[src/rtl/dcache_mem_bridge.sv]
// dcache_mem_bridge: serialises cache line/uncached transactions onto a 32-bit req/ack memory port.
// One transaction at a time; 4 beats per line, 1 per uncached access; readies are high only in IDLE.
module dcache_mem_bridge #(
  parameter int ACK_TIMEOUT = 0
) (
  input  logic         clk,
  input  logic         rst,
  input  logic         cpu_ren,
  input  logic [31:0]  cpu_raddr,
  input  logic [3:0]   cpu_wen,
  input  logic [31:0]  cpu_waddr,
  input  logic [127:0] cpu_wdata,
  output logic         dev_rrdy,
  output logic         dev_wrdy,
  output logic         dev_rvalid,
  output logic [127:0] dev_rdata,
  input  logic         uncache_ren,
  input  logic [31:0]  uncache_raddr,
  output logic         uncache_rvalid,
  output logic [31:0]  uncache_rdata,
  input  logic [3:0]   uncache_wen,
  input  logic [31:0]  uncache_waddr,
  input  logic [31:0]  uncache_wdata,
  output logic         uncache_write_finish,
  output logic         mem_req,
  output logic [3:0]   mem_wstrb,
  output logic [31:0]  mem_addr,
  output logic [31:0]  mem_wdata,
  input  logic         mem_ack,
  input  logic [31:0]  mem_rdata,
  output logic         bus_err
);

  typedef enum logic [2:0] {
    S_IDLE = 3'd0,
    S_LRD  = 3'd1,
    S_LWR  = 3'd2,
    S_URD  = 3'd3,
    S_UWR  = 3'd4,
    S_RESP = 3'd5
  } state_t;

  localparam logic [31:0] TMO_LAST = (ACK_TIMEOUT > 0) ? 32'(ACK_TIMEOUT - 1) : 32'd0;
  localparam logic [31:0] BAD_DATA = 32'hDEAD_BEEF;

  state_t         state_q, state_d;
  state_t         kind_q;
  logic [31:0]    addr_q;
  logic [127:0]   wdata_q;
  logic [3:0]     ustrb_q;
  logic [1:0]     beat_q;
  logic [31:0]    cnt_q;
  logic           mem_req_q;
  logic [127:0]   dev_rdata_q;
  logic [31:0]    unc_rdata_q;
  logic           bus_err_q;

  logic           in_beat;
  logic           is_line;
  logic           beat_last;
  logic           tmo;
  logic           beat_done;
  logic [31:0]    rdata_eff;

  always_comb begin
    in_beat   = (state_q == S_LRD) || (state_q == S_LWR) ||
                (state_q == S_URD) || (state_q == S_UWR);
    is_line   = (kind_q == S_LRD) || (kind_q == S_LWR);
    beat_last = is_line ? (beat_q == 2'd3) : 1'b1;
    // A timed-out beat is retired exactly like an ack, carrying poison data.
    tmo       = (ACK_TIMEOUT > 0) && in_beat && mem_req_q && !mem_ack && (cnt_q == TMO_LAST);
    beat_done = in_beat && mem_req_q && (mem_ack || tmo);
    rdata_eff = tmo ? BAD_DATA : mem_rdata;
  end

  // State register
  always_ff @(posedge clk or negedge rst) begin
    if (!rst) begin
      state_q <= S_IDLE;
    end else begin
      state_q <= state_d;
    end
  end

  // Next-state logic
  always_comb begin
    state_d = state_q;
    case (state_q)
      S_IDLE: begin
        if (cpu_wen != 4'd0)          state_d = S_LWR;
        else if (cpu_ren)             state_d = S_LRD;
        else if (uncache_wen != 4'd0) state_d = S_UWR;
        else if (uncache_ren)         state_d = S_URD;
      end
      S_LRD:   if (beat_done && beat_last) state_d = S_RESP;
      S_LWR:   if (beat_done && beat_last) state_d = S_IDLE;
      S_URD:   if (beat_done)              state_d = S_RESP;
      S_UWR:   if (beat_done)              state_d = S_RESP;
      S_RESP:  state_d = S_IDLE;
      default: state_d = S_IDLE;
    endcase
  end

  // Outputs
  always_comb begin
    dev_rrdy             = (state_q == S_IDLE);
    dev_wrdy             = (state_q == S_IDLE);
    dev_rvalid           = (state_q == S_RESP) && (kind_q == S_LRD);
    uncache_rvalid       = (state_q == S_RESP) && (kind_q == S_URD);
    uncache_write_finish = (state_q == S_RESP) && (kind_q == S_UWR);
    dev_rdata            = dev_rdata_q;
    uncache_rdata        = unc_rdata_q;
    bus_err              = bus_err_q;
    mem_req              = mem_req_q;
    mem_addr             = is_line ? {addr_q[31:4], beat_q, 2'b00} : addr_q;
    mem_wstrb            = 4'd0;
    mem_wdata            = 32'd0;
    if (kind_q == S_LWR) begin
      mem_wstrb = 4'b1111;
      mem_wdata = wdata_q[32*beat_q +: 32];
    end else if (kind_q == S_UWR) begin
      mem_wstrb = ustrb_q;
      mem_wdata = wdata_q[31:0];
    end
  end

  // Transaction capture, beat sequencing and read-data return
  always_ff @(posedge clk or negedge rst) begin
    if (!rst) begin
      kind_q      <= S_IDLE;
      addr_q      <= 32'd0;
      wdata_q     <= 128'd0;
      ustrb_q     <= 4'd0;
      beat_q      <= 2'd0;
      cnt_q       <= 32'd0;
      mem_req_q   <= 1'b0;
      dev_rdata_q <= 128'd0;
      unc_rdata_q <= 32'd0;
      bus_err_q   <= 1'b0;
    end else if (state_q == S_IDLE) begin
      if (state_d != S_IDLE) begin
        kind_q    <= state_d;
        mem_req_q <= 1'b1;
        beat_q    <= 2'd0;
        cnt_q     <= 32'd0;
        case (state_d)
          S_LWR: begin
            addr_q  <= cpu_waddr & ~32'hF;
            wdata_q <= cpu_wdata;
          end
          S_LRD:   addr_q <= cpu_raddr & ~32'hF;
          S_UWR: begin
            addr_q  <= uncache_waddr;
            wdata_q <= {96'd0, uncache_wdata};
            ustrb_q <= uncache_wen;
          end
          default: addr_q <= uncache_raddr;
        endcase
      end
    end else if (in_beat) begin
      if (beat_done) begin
        beat_q    <= beat_q + 2'd1;
        cnt_q     <= 32'd0;
        mem_req_q <= !beat_last && !tmo;
        if (state_q == S_LRD) dev_rdata_q[32*beat_q +: 32] <= rdata_eff;
        if (state_q == S_URD) unc_rdata_q <= rdata_eff;
        if (tmo)              bus_err_q   <= 1'b1;
      end else if (mem_req_q) begin
        cnt_q <= cnt_q + 32'd1;
      end else begin
        // One idle cycle after a timed-out beat, then the next beat starts.
        mem_req_q <= 1'b1;
        cnt_q     <= 32'd0;
      end
    end
  end

endmodule

[config.mk]
export PLATFORM = sky130hd
export DESIGN_NAME = dcache_mem_bridge
export DESIGN_NICKNAME = d
export VERILOG_FILES = /design/src/rtl/dcache_mem_bridge.sv
export SDC_FILE = /design/constraint.sdc
export NUM_CORES = 1
export LEC_CHECK = 0
export ABC_AREA = 1
export CAP_MARGIN = 10
export CORE_AREA = 2 2 218 220
export CTS_CLUSTER_SIZE = 16
export DETAILED_ROUTE_END_ITERATION = 8
export DIE_AREA = 0 0 220 222
export PLACE_DENSITY = 0.72
export SLEW_MARGIN = 20
export SYNTH_ARGS = -nofsm -noshare
export SYNTH_HDL_FRONTEND = slang
export SYNTH_SLANG_ARGS = --single-unit
[constraint.sdc]
create_clock -name clk -period 7 [get_ports clk]
set_input_delay 0.7 -clock clk [delete_from_list [all_inputs] [get_ports clk]]
set_output_delay 0.7 -clock clk [all_outputs]
set_load 0.1 [all_outputs]
After elaboration in Yosys (flattened, before gate mapping)
Cells that the tools add are included.
{"block": "totals", "reg_bits": 333, "latch_bits": 0, "ramBits": 0, "rom_bits": 0, "in_bits": 333, "output_inout_bits": 235, "word_cells": 80, "n_memories": 0}
{"block": "op_classes", "n_addsub": 2, "mul": 0, "div_mod_pow": 0, "magnitude_cmp": 0, "eq_ne": 14, "shifts": 3, "muxes": 25, "bitwise": 1, "n_reduce_logical": 26}
{"op": "one-hot mux 128 bit (2 select lines)", "n": 1}
{"op": "bitwise mux 128 bit", "n": 1}
{"op": "variable shift 32 x 34 -> 128 bit, first input constant", "n": 1}
{"op": "indexed part select 128 x 8 -> 32 bit", "n": 1}
{"op": "indexed part select 32 x 34 -> 128 bit", "n": 1}
{"op": "one-hot mux 32 bit (3 select lines)", "n": 1}
{"op": "two-way mux 32 bit", "n": 2}
{"op": "negator 7 -> 34 bit", "n": 1}
{"op": "two-way mux 3 bit", "n": 7}
{"op": "equality test 3 x 2 -> 1 bit, second input constant", "n": 5}
{"op": "equality test 3 bit, second input constant", "n": 4}
{"op": "two-way mux 4 bit", "n": 3}
{"op": "one-hot mux 3 bit (4 select lines)", "n": 1}
{"op": "equality test 3 x 1 -> 1 bit, second input constant", "n": 3}
{"op": "AND reduction 3 bit", "n": 3}
{"op": "two-way mux 2 bit", "n": 4}
{"op": "AND reduction 4 bit", "n": 2}
{"op": "nonzero test 4 bit", "n": 2}
{"op": "logical AND 1 bit", "n": 6}
{"op": "nonzero test 2 bit", "n": 3}
{"op": "two-way mux 1 bit", "n": 5}
{"op": "logical OR 1 bit", "n": 4}
{"op": "AND reduction 2 bit", "n": 2}
{"op": "logical NOT 3 bit", "n": 1}
{"op": "7 further kinds", "n": 7}

Logic depth before layout (Yosys ltp)
{"block": "logic_depth", "word_depth": 12, "depth_mapped": 16, "ltp_nobuf": 14}

Worst setup path before layout
OpenSTA, ideal clock, no wires.
{"block": "synth_timing", "kind": "register to output", "startpoint": "reg state_q[1]", "endpoint": "out uncache_rvalid", "arrival_ns": 3.445, "required_time_ns": 6.300, "setup_slack_ns": 2.855, "stages_incl_launch_ff": 4, "path_buffers": 0, "path_cell_list": "dfrtp_1 -> inv_1 -> nand3_1 -> nor4_1"}
{"block": "synth_between", "elab_chain_cells": 2}
{"element": "start, declared", "line": "46", "rtl": "state_t state_q, state_d;"}
{"element": "start signal, assigned", "line": "81", "rtl": "state_q <= state_d;"}
{"element": "equality test 3 bit", "line": "109", "rtl": "uncache_rvalid = (state_q == S_RESP) && (kind_q == S_URD);"}
{"element": "logical AND 1 bit", "line": "109"}
{"element": "end, declared", "line": "19", "rtl": "output logic uncache_rvalid,"}
No other way between the ends.

Worst setup path in the final report
{"block": "layout_timing", "startpoint": "reg beat_q[1]", "endpoint": "out mem_wdata[0]"}
{"block": "layout_between", "elab_chain_cells": 2}
{"element": "start, declared", "line": "51", "rtl": "logic [1:0] beat_q;"}
{"element": "start signal, assigned", "line": "162", "rtl": "beat_q <= beat_q + 2'd1;"}
{"element": "indexed part select 128 x 8 -> 32 bit", "line": "120", "rtl": "mem_wdata = wdata_q[32*beat_q +: 32];"}
{"element": "two-way mux 32 bit", "line": "118", "rtl": "if (kind_q == S_LWR) begin"}
{"element": "end, declared", "line": "28", "rtl": "output logic [31:0] mem_wdata,"}
No other way between the ends.

==> flow_summary.json <==
{
  "status": "finished, final reports clean",
  "netlist_instances": 2107,
  "instances_no_fill": 3180,
  "die_area_sq_um": 48800,
  "clock.fmax_mhz": 196,
  "gp_congestion": 0.945,
  "switching_power_mw": 7.80,
  "drcViolationCount": 0,
  "hold_path_class": "primary input to asynchronous set/reset pin",
  "synthSimpleGateAreaFrac_pct": 23.9,
  "htreeDepth": 2,
  "netlist.area_leader.share_pct": 49.8,
  "critical_path.max_stage_delay_ps": 1180,
  "postCtsSetupBuffers": 0,
  "num_vias": 16800,
  "core_area_sq_um": 46300,
  "synth-adder-area-share_pct": 0.449,
  "skew_ps": 15.9,
  "grt_pass1_wl_mm": 93.8,
  "yosys.area.top_type": "dfrtp_1",
  "drt_iter0_drc": 1496,
  "floorplan.initialDensity_pct": 36.2,
  "cts-hold-fix-buffers": 0,
  "finalMaxSlewViolations": 0,
  "layout_setup_ws_ps": 1890,
  "layout.nets": 2877,
  "dpl_worst_slack_ps": 1750,
  "final_antenna_net_count": 0,
  "period_share_pct": 73.0,
  "ys_ff_latch": 333,
  "cp_max_fo": 37,
  "grt_usage_pct": 24.4,
  "final_common_cell": "clkdlybuf4s50_1",
  "switching_share_pct": 57.7,
  "tns_ps": 0,
  "rr_startpoint": "state_q[0]",
  "synth_cell_types": 32,
  "area_delta_synth_final_pct": 41.1,
  "port_buffers": 558,
  "wl_per_cell_microns": 19.1,
  "gr-total-overflow": 0,
  "cts_root_buf": "clkbuf_16",
  "finalSetupViolCount": 0,
  "die_x_microns": 220,
  "dp_cells": 3105,
  "dr.pass1.iters": 7,
  "num_rows": 79,
  "final_util_pct": 51.1,
  "async_reset_ff_share_pct": 100,
  "critPathTopFamily": "buffers and inverters",
  "synth_top_family_by_area": "simple AND/OR/NAND/NOR gates",
  "reg2reg_to": "wdata_q[21]",
  "power_mw": 13.5,
  "cap_violations": 0,
  "cp.required_ps": 6300,
  "p_seq_share_pct": 22.3,
  "syn_area_sq_um": 16700,
  "power_density_nw_per_um2": 573,
  "synth_compound_area_share_pct": 13.8,
  "clk_latency_ps": 540,
  "antenna_found_initial": 8,
  "cp_num_buf_inv": 4,
  "worst_r2r_path_depth": 13,
  "viasPerCell": 5.29,
  "hold_viol_final": 0,
  "crit_slowest_cell": "clkdlybuf4s50_1",
  "path_clk_slew_ps": 60,
  "crit_path_start_kind": "flop",
  "ys_seq_area_share_pct": 49.8,
  "avgSynthCellArea_sq_um": 7.94,
  "power.internal_mw": 5.72,
  "yosys.area_share.xor_xnor_pct": 0,
  "pin_count": 568,
  "cts.path.max_buffers": 3,
  "max-slew-margin-rel_pct": 21.8,
  "vdd_ir_drop_max_mv": 0.505,
  "rsz0062_at_grt": "no",
  "comb_power_share_pct": 63.4,
  "grt_max_degree": 181,
  "synth_ff_type": "dfrtp_1",
  "synth.area.top_cells": "dfrtp_1 50%, nand2_1 11%, o21ai_0 8.8%, nand3_1 7.2%, inv_1 3.9%",
  "cts_tree": "built",
  "reg2reg_setup_slack_ps": 2310,
  "p_leak_nw": 11.1,
  "critPathCaptureType": "output pin",
  "hpwlAfterDp_mm": 41.8,
  "cts.sink_count": 333,
  "power_frac_clock_pct": 14.3,
  "yosysWarnings": 0,
  "wl_mm": 60.8,
  "period_needed_ps": 5110,
  "cp_cell_sequence": "clkinv_1, buf_4, a21oi_1, o21ai_0, nand2_1, inv_1, o22ai_1, clkdlybuf4s50_1",
  "post_cts_resized": 0,
  "crit_type": "flop to output pin",
  "yosys-mux-area-fraction_pct": 2.15,
  "layout_common_cells": "557 x clkdlybuf4s50_1, 489 x nand2_1, 331 x dfrtp_1, 293 x o21ai_0, 242 x nand3_1",
  "worstPathArrival_ps": 4410,
  "drive_gt1_share_pct": 5.81,
  "synth_edf_count": 0,
  "die_h_microns": 222,
  "worst_pin_slew_ps": 1170,
  "numCtsBuffers": 38,
  "syn-num-nets": 2446,
  "grt_pass1_vias": 16600
}
[registers in the layout, summed over array words and instances (netlist names)]
signal         count
wdata_q          128
mem_req            1
state_q            3
ustrb_q            4
kind_q             3
addr_q            32
uncache_rdata     32
beat_q             2
dev_rdata        128
[power groups by stage]
| stage | registers [mW] | logic, mW | clock network [mW] |
|---|---|---|---|
| 2_1_floorplan | 4.42 | 5.06 | 0 |
| 3_3_place_gp | 3.01 | 8.44 | 0 |
| 3_5_place_dp | 3.04 | 8.53 | 0 |
| 4_1_cts | 3.01 | 8.56 | 1.98 |
| 5_1_grt | 3.10 | 9.05 | 2.07 |
| 6_report | 3.01 | 8.57 | 1.94 |
[worst max-delay path by stage]
| stage | startpoint | cells past startpoint | endpoint | slack (ps) |
|---|---|---|---|---|
| 4_1_cts | beat_q[1] | 8 | mem_wdata[0] | 1830 |
| 6_report | beat_q[1] | 8 | mem_wdata[0] | 1890 |
| 3_3_place_gp | mem_ack | 15 | wdata_q[25] | 1850 |
| 5_1_grt | beat_q[1] | 8 | mem_wdata[0] | 1640 |
| 3_5_place_dp | mem_ack | 15 | wdata_q[21] | 1750 |
| 2_1_floorplan | state_q[1] | 3 | uncache_rvalid | 2850 |
[kinds of logic after synthesis]
logic type | Yosys count
AND/OR/NAND/NOR | 908
adder cells (fa/ha/maj) | 6
AO/OA/AOI/OAI | 452
buffers and inverters | 375
flip-flops | 333
multiplexers | 32
other | 1
[through the flow]
step / area, sq um / hold slack [ps]
after detailed placement: 22400 / 467
after floorplan: 16700 / 404
after global routing: 23600 / 174
after CTS: 23600 / 162
final: 23600 / 148
after global placement: 22400 / 463
[area by class of cell]
cell class | instances | area [sq um]
timing repair buffer | 584 | 5800
fill | 4268 | 22600
sequential | 333 | 8340
clock buffer | 56 | 1110
clock inverter | 12 | 95.1
tap | 607 | 759
inverter | 182 | 686
antenna | 7 | 17.5
multi-input combinational | 1399 | 6820
[cells in the mapped netlist, types with 35 or more instances]
cell type,n
buf_2,37
inv_1,176
o21ai_0,293
nor2_1,68
nand3_1,242
buf_4,35
o21ai_1,43
nand2_1,492
a21oi_1,80
dfrtp_1,333
clkbuf_1,101
nand4_1,77
[per-layer routing]
metal  vias to the layer above  part of all wire, %  global-route usage [%]
li1                       7831                    -                       -
met1                      8026                   39                    30.3
met2                       806                   48                    40.9
met3                       154                  8.0                    4.62
met4                         2                  4.3                    10.8
met5                         -                0.020                       0
No activity file was read; power rests on OpenSTA's default activity.
